<file path="config.mk">
export PLATFORM = sky130hd
export DESIGN_NAME = apb_master_fsm
export DESIGN_NICKNAME = d
export VERILOG_FILES = /design/src/rtl/apb_master_fsm.sv
export SDC_FILE = /design/constraint.sdc
export NUM_CORES = 1
export LEC_CHECK = 0
export BUFFER_PORTS_ARGS = -buffer_cell sky130_fd_sc_hd__buf_4
export CORE_UTILIZATION = 40
export DETAILED_ROUTE_END_ITERATION = 6
export PLACE_DENSITY = 0.7
export SKIP_LAST_GASP = 1
export SLEW_MARGIN = 40
export SYNTH_ARGS = -nofsm -noshare
export SYNTH_HDL_FRONTEND = slang
export SYNTH_SLANG_ARGS = --single-unit
export TNS_END_PERCENT = 100
</file>
<file path="constraint.sdc">
create_clock -name pclk -period 5.6 [get_ports pclk]
set_clock_uncertainty 0.15 [all_clocks]
set_input_delay 1.12 -clock pclk [delete_from_list [all_inputs] [get_ports pclk]]
set_output_delay 1.12 -clock pclk [all_outputs]
set_load 0.02 [all_outputs]
</file>
<file path="src/rtl/apb_master_fsm.sv">
// ---------------------------------------------------------------------------
// apb_master_fsm
//
// APB requester that turns a single local command (valid/ready handshake)
// into one APB transfer (SETUP then ACCESS). When the transfer completes, it
// returns a one-cycle response pulse with the read data and an error flag.
// An optional wait-state timeout ends an ACCESS phase that the completer
// never finishes. A timed-out transfer is reported as an error with zero data.
//
// Parameters
//   ADDR_WIDTH  width of cmd_addr / paddr
//   DATA_WIDTH  width of all data buses
//   TIMEOUT     maximum ACCESS cycles before forced completion (0 = none)
//
// Ports
//   pclk, presetn                    clock, async active-low reset
//   cmd_valid, cmd_ready             local command handshake
//   cmd_write, cmd_addr, cmd_wdata   command payload
//   rsp_valid, rsp_rdata, rsp_err    one-cycle completion pulse and payload
//   psel, penable, pwrite            APB control
//   paddr, pwdata                    APB address / write data
//   prdata, pready, pslverr          APB completer response
// ---------------------------------------------------------------------------
module apb_master_fsm #(
  parameter int ADDR_WIDTH = 8,
  parameter int DATA_WIDTH = 32,
  parameter int TIMEOUT    = 16
) (
  input  logic                  pclk,
  input  logic                  presetn,
  // local command side
  input  logic                  cmd_valid,
  output logic                  cmd_ready,
  input  logic                  cmd_write,
  input  logic [ADDR_WIDTH-1:0] cmd_addr,
  input  logic [DATA_WIDTH-1:0] cmd_wdata,
  // local response side
  output logic                  rsp_valid,
  output logic [DATA_WIDTH-1:0] rsp_rdata,
  output logic                  rsp_err,
  // APB requester side
  output logic                  psel,
  output logic                  penable,
  output logic                  pwrite,
  output logic [ADDR_WIDTH-1:0] paddr,
  output logic [DATA_WIDTH-1:0] pwdata,
  input  logic [DATA_WIDTH-1:0] prdata,
  input  logic                  pready,
  input  logic                  pslverr
);

  typedef enum logic [1:0] {
    IDLE   = 2'd0,
    SETUP  = 2'd1,
    ACCESS = 2'd2
  } state_t;

  // The counter width must hold TIMEOUT. A disabled timeout still needs a
  // legal one-bit vector.
  localparam int CNT_W = (TIMEOUT > 0) ? $clog2(TIMEOUT + 1) : 1;
  localparam logic [CNT_W-1:0] CNT_MAX  = '1;
  localparam logic [CNT_W-1:0] CNT_LAST = (TIMEOUT > 0) ? CNT_W'(TIMEOUT - 1) : '0;

  state_t           state_q, state_d;
  logic [CNT_W-1:0] wait_cnt_q;
  logic             cmd_accept;
  logic             timeout_hit;

  assign cmd_accept = cmd_valid && cmd_ready;

  // The last allowed wait cycle ends the transfer unless pready arrives in
  // that same cycle. A real completion takes priority over the timeout.
  assign timeout_hit = (TIMEOUT > 0) && (state_q == ACCESS) && !pready &&
                       (wait_cnt_q == CNT_LAST);

  // -------------------------------------------------------------------------
  // State register
  // -------------------------------------------------------------------------
  // NOTE: clocked state is always assigned with <= so that every register
  // samples the pre-edge value of every other register, whatever the order.
  always_ff @(posedge pclk or negedge presetn) begin
    if (!presetn) begin
      state_q <= IDLE;
    end else begin
      state_q <= state_d;
    end
  end

  // -------------------------------------------------------------------------
  // Next-state logic
  // -------------------------------------------------------------------------
  // NOTE: state_d gets a default before the case statement. Without it, any
  // path that skips an assignment would infer a latch.
  always_comb begin
    state_d = state_q;
    unique case (state_q)
      IDLE:    if (cmd_accept) state_d = SETUP;
      SETUP:   state_d = ACCESS;
      ACCESS:  if (pready || timeout_hit) state_d = IDLE;
      default: state_d = IDLE;
    endcase
  end

  // -------------------------------------------------------------------------
  // State-decoded outputs. Because they are decoded straight from state_q,
  // reset clears them immediately.
  // -------------------------------------------------------------------------
  always_comb begin
    cmd_ready = 1'b0;
    psel      = 1'b0;
    penable   = 1'b0;
    unique case (state_q)
      IDLE:    cmd_ready = 1'b1;
      SETUP:   psel      = 1'b1;
      ACCESS: begin
        psel    = 1'b1;
        penable = 1'b1;
      end
      default: ;
    endcase
  end

  // -------------------------------------------------------------------------
  // APB request registers. They load only when a command is accepted, so the
  // address and data stay stable through SETUP and ACCESS and keep their
  // value in IDLE.
  // -------------------------------------------------------------------------
  // NOTE: these are plain data registers, not a memory. Resetting them costs
  // little and gives a defined bus value straight out of reset.
  always_ff @(posedge pclk or negedge presetn) begin
    if (!presetn) begin
      pwrite <= 1'b0;
      paddr  <= '0;
      pwdata <= '0;
    end else if (cmd_accept) begin
      pwrite <= cmd_write;
      paddr  <= cmd_addr;
      pwdata <= cmd_wdata;
    end
  end

  // -------------------------------------------------------------------------
  // Wait-state counter. It clears during SETUP, so it starts at zero on
  // entry to ACCESS. It counts ACCESS cycles without pready and saturates
  // instead of wrapping.
  // -------------------------------------------------------------------------
  always_ff @(posedge pclk or negedge presetn) begin
    if (!presetn) begin
      wait_cnt_q <= '0;
    end else if (state_q == SETUP) begin
      wait_cnt_q <= '0;
    end else if ((state_q == ACCESS) && !pready && (wait_cnt_q != CNT_MAX)) begin
      wait_cnt_q <= wait_cnt_q + CNT_W'(1);
    end
  end

  // -------------------------------------------------------------------------
  // Response registers. rsp_valid is a single-cycle pulse raised by the edge
  // that leaves ACCESS. The payload holds its value until the next completion.
  // -------------------------------------------------------------------------
  always_ff @(posedge pclk or negedge presetn) begin
    if (!presetn) begin
      rsp_valid <= 1'b0;
      rsp_err   <= 1'b0;
      rsp_rdata <= '0;
    end else begin
      rsp_valid <= 1'b0;
      if (state_q == ACCESS) begin
        if (pready) begin
          rsp_valid <= 1'b1;
          rsp_err   <= pslverr;
          // Writes return zero so no stale bus data leaks into the response.
          rsp_rdata <= pwrite ? '0 : prdata;
        end else if (timeout_hit) begin
          rsp_valid <= 1'b1;
          rsp_err   <= 1'b1;
          rsp_rdata <= '0;
        end
      end
    end
  end

endmodule
</file>
==> impl_metrics.prom <==
# TYPE chip_impl_metric gauge
chip_impl_metric{name="buffer_ports.inserted",unit=""} 155
chip_impl_metric{name="clock_path_buffers",unit=""} 2
chip_impl_metric{name="yosys_warnings",unit=""} 0
chip_impl_metric{name="fin_area",unit="um2"} 4760
chip_impl_metric{name="dieHeight",unit="um"} 92.6
chip_impl_metric{name="yosys_register_bits",unit=""} 82
chip_impl_info{name="critical_path.reg2reg.startpoint",value="wait_cnt_q[0]$_DFFE_PN0P_"} 1
chip_impl_metric{name="wl",unit="um"} 7430
chip_impl_metric{name="drt_iter0_drc",unit=""} 97
chip_impl_metric{name="synth_cell_type_count",unit=""} 22
chip_impl_metric{name="critical_path.n_buffers_inverters",unit=""} 2
chip_impl_metric{name="start_util",unit=""} 0.419
chip_impl_metric{name="post-route-period-util",unit=""} 0.471
chip_impl_metric{name="floorplan.core_area",unit="um2"} 7850
chip_impl_metric{name="post_synthesis_cell_area",unit="um2"} 3290
chip_impl_metric{name="global_route.overflow_total",unit=""} 0
chip_impl_metric{name="fill_cells",unit=""} 685
chip_impl_info{name="most_frequent_cells_in_the_layout",value="buf_4 (156), dfrtp_1 (82), nand2_1 (66), mux2_2 (44), o21ai_0 (28)"} 1
chip_impl_metric{name="antenna_found_initial",unit=""} 0
chip_impl_info{name="mostFrequentLayoutCell",value="buf_4"} 1
chip_impl_metric{name="grt_usage",unit=""} 0.181
chip_impl_info{name="cts_tree",value="yes"} 1
chip_impl_info{name="grt_setup_unrepaired",value="false"} 1
chip_impl_metric{name="max-slew-margin-rel",unit=""} 0.542
chip_impl_metric{name="cts_post_setup_buffers_inserted",unit=""} 0
chip_impl_metric{name="num_rows",unit=""} 32
chip_impl_metric{name="reg2reg_depth",unit=""} 6
chip_impl_metric{name="grt_first_pass_wirelength",unit="um"} 11900
chip_impl_metric{name="timing_worst_slew_pin_value",unit="ns"} 0.686
chip_impl_info{name="crit_start",value="state_q[0]$_DFFE_PN0P_"} 1
chip_impl_metric{name="total_leakage_power",unit="nW"} 2.35
chip_impl_metric{name="dpl_cell_area",unit="um2"} 4530
chip_impl_metric{name="reg2reg_slack",unit="ns"} 3.39
chip_impl_metric{name="vias_per_cell",unit=""} 4.66
chip_impl_metric{name="post_synth_inst_count",unit=""} 270
chip_impl_metric{name="pwr_density_cell",unit="nW/um2"} 591
chip_impl_info{name="whs_endpoint",value="rsp_rdata[4]$_DFFE_PN0P_"} 1
chip_impl_metric{name="insertedDiodeCount",unit=""} 0
chip_impl_metric{name="fmaxAchievable",unit="MHz"} 379
chip_impl_metric{name="irDropWorstVdd",unit="mV"} 0.378
chip_impl_metric{name="synth_sequential_area_ratio",unit=""} 0.625
chip_impl_metric{name="multi_input_area",unit="um2"} 1150
chip_impl_metric{name="detailedRoute.firstPassIterationCount",unit=""} 5
chip_impl_metric{name="die_x",unit="um"} 92.6
chip_impl_info{name="critical_path.top_delay_family",value="flip-flops"} 1
chip_impl_metric{name="timing.final.max_slew_violations",unit=""} 0
chip_impl_metric{name="number_of_cts_inserted_buffers",unit=""} 9
chip_impl_metric{name="route.vias.total",unit=""} 2469
chip_impl_info{name="hold_path_class",value="reg -> reg"} 1
chip_impl_metric{name="post-dp-hpwl",unit="um"} 5380
chip_impl_metric{name="grt_max_degree",unit=""} 83
chip_impl_metric{name="first_global_vias",unit=""} 2516
chip_impl_info{name="synth.area.top_cells",value="dfrtp_1 (62%), mux2_2 (15%), nand2_1 (7.5%)"} 1
chip_impl_metric{name="timing.critical_path.arrival",unit="ns"} 1.37
chip_impl_metric{name="htreeDepth",unit=""} 3
chip_impl_info{name="regToRegEndpoint",value="rsp_rdata[10]$_DFFE_PN0P_"} 1
chip_impl_info{name="crit_type",value="reg -> out"} 1
chip_impl_info{name="timing.critical_path.cells",value="inv_1 -> ha_1 -> buf_4"} 1
chip_impl_metric{name="timing_hold_violations_final",unit=""} 0
chip_impl_info{name="outcome",value="completed"} 1
chip_impl_metric{name="gp_congestion",unit=""} 0.727
chip_impl_metric{name="holdBufCountCts",unit=""} 0
chip_impl_metric{name="synthesis.nets",unit=""} 355
chip_impl_info{name="nature_of_the_critical_path_startpoint",value="register"} 1
chip_impl_metric{name="layout_cell_share_with_drive_strength_beyond_1",unit=""} 0.514
chip_impl_metric{name="num-nets-final",unit=""} 509
chip_impl_metric{name="register_area",unit="um2"} 2050
chip_impl_metric{name="antenna_left",unit=""} 0
chip_impl_info{name="critical_path_endpoint_category",value="output port"} 1
chip_impl_info{name="critical_path.slowest_cell",value="dfrtp_1"} 1
chip_impl_metric{name="setup_total_negative_slack",unit="ns"} 0
chip_impl_metric{name="numClockSinks",unit=""} 82
chip_impl_metric{name="yosys.area.top_type_share",unit=""} 0.625
chip_impl_metric{name="max_capacitance_violation_total",unit=""} 0
chip_impl_metric{name="worst_hold_path.num_cells",unit=""} 2
chip_impl_metric{name="post_cts_resize_count",unit=""} 0
chip_impl_metric{name="worst_setup_hold_path_clk_slew",unit="ns"} 0.07
chip_impl_metric{name="routed_wire_length_per_instance",unit="um"} 14.0
chip_impl_metric{name="timing.critical_path.slowest_cell_delay",unit="ns"} 0.40
chip_impl_metric{name="clock_latency",unit="ns"} 0.34
chip_impl_info{name="cell_taking_the_most_area_after_synthesis",value="dfrtp_1"} 1
chip_impl_metric{name="syn_avg_cell_area",unit="um2"} 12.2
chip_impl_metric{name="critical_path_peak_fanout",unit=""} 6
chip_impl_metric{name="finalCriticalPeriod",unit="ns"} 2.64
chip_impl_metric{name="drc_errors",unit=""} 0
chip_impl_metric{name="floorplan.die_area",unit="um2"} 8580
chip_impl_metric{name="critPathRequiredTime",unit="ns"} 4.33
chip_impl_metric{name="area_growth_syn_to_layout",unit="%"} 44.9
chip_impl_metric{name="ios",unit=""} 156
chip_impl_metric{name="setup-violations-final",unit=""} 0
chip_impl_info{name="clk_root_buffer_cell",value="clkbuf_8"} 1
chip_impl_info{name="hold_path_startpoint",value="rsp_rdata[4]$_DFFE_PN0P_"} 1
[final cells by class]
cell class / instances / share of cell area
sequential: 82 / 0.431
timing repair buffer: 158 / 0.254
multi-input combinational: 169 / 0.241
clock buffer: 10 / 0.0268
tap: 102 / 0.0268
clock inverter: 5 / 0.0168
inverter: 4 / 0.00315
[stage by stage]
| step | hold WS (ns) | worst slack [ns] | power (mW) | std cells | util |
|---|---|---|---|---|---|
| after global placement | 0.312 | 2.85 | 2.35 | 514 | 0.576 |
| after global routing | 0.353 | 2.86 | 2.99 | 530 | 0.607 |
| after CTS | 0.341 | 2.93 | 2.85 | 529 | 0.603 |
| final | 0.338 | 2.96 | 2.81 | 530 | 0.607 |
| after detailed placement | 0.322 | 3.13 | 2.39 | 514 | 0.577 |
| after floorplan | 0.358 | 3.54 | 1.79 | 270 | - |
[state kept, by name, summed over array words and instances (netlist names)]
name and count:
pwrite 1, rsp_rdata 32, rsp_err 1, paddr 8, wait_cnt_q 5, pwdata 32, state_q 2, rsp_valid 1
[where the power goes]
| group | switching [mW] | internal (mW) | leakage [nW] | total, mW |
|---|---|---|---|---|
| sequential | 0.152 | 0.875 | 1.03 | 1.03 |
| clock | 0.201 | 0.248 | 0.0984 | 0.449 |
| combinational | 0.713 | 0.622 | 1.22 | 1.34 |
| total | 1.07 | 1.75 | 2.35 | 2.81 |
[cell families after synthesis]
group,share of synthesized area
XOR/XNOR,0.00533
buffers and inverters,0.0316
AO/OA/AOI/OAI,0.0567
adder cells (fa/ha/maj),0.0267
multiplexers,0.154
flip-flops,0.625
AND/OR/NAND/NOR,0.101
[per-layer routing]
layer  GRT usage  share of wire
met5           0              0
met4      0.0577          0.012
met3      0.0575          0.061
met2       0.305           0.53
met1       0.220           0.40
[worst reg2reg max path: cells and delay by family (launching register included)]
kind,cells,cell delay [ns]
compound gates,2,0.37
fa+ha+maj,2,0.47
buf+inv,1,0.46
flops,1,0.41
simple gates,1,0.21
[how the worst max path moves through the flow]
| stage | cells past startpoint | slack [ns] | to |
|---|---|---|---|
| 4_1_cts | 3 | 2.93 | penable |
| 2_1_floorplan | 2 | 3.54 | penable |
| 5_1_grt | 3 | 2.86 | penable |
| 6_report | 3 | 2.96 | penable |
| 3_3_place_gp | 4 | 2.85 | rsp_rdata[29]$_DFFE_PN0P_ |
| 3_5_place_dp | 4 | 3.13 | rsp_rdata[10]$_DFFE_PN0P_ |
[cells in the mapped netlist, drive strengths merged]
cell,count
nor2b,3
a21oi,1
clkbuf,2
o21ai,33
nor2,6
and3,1
nor3b,1
o22a,1
mux2,44
inv,4
mux2i,1
xnor2,2
nand4,1
a211oi,1
nand2,66
ha,7
and4bb,1
dfrtp,82
buf,13
No activity file was read; power rests on OpenSTA's default activity.
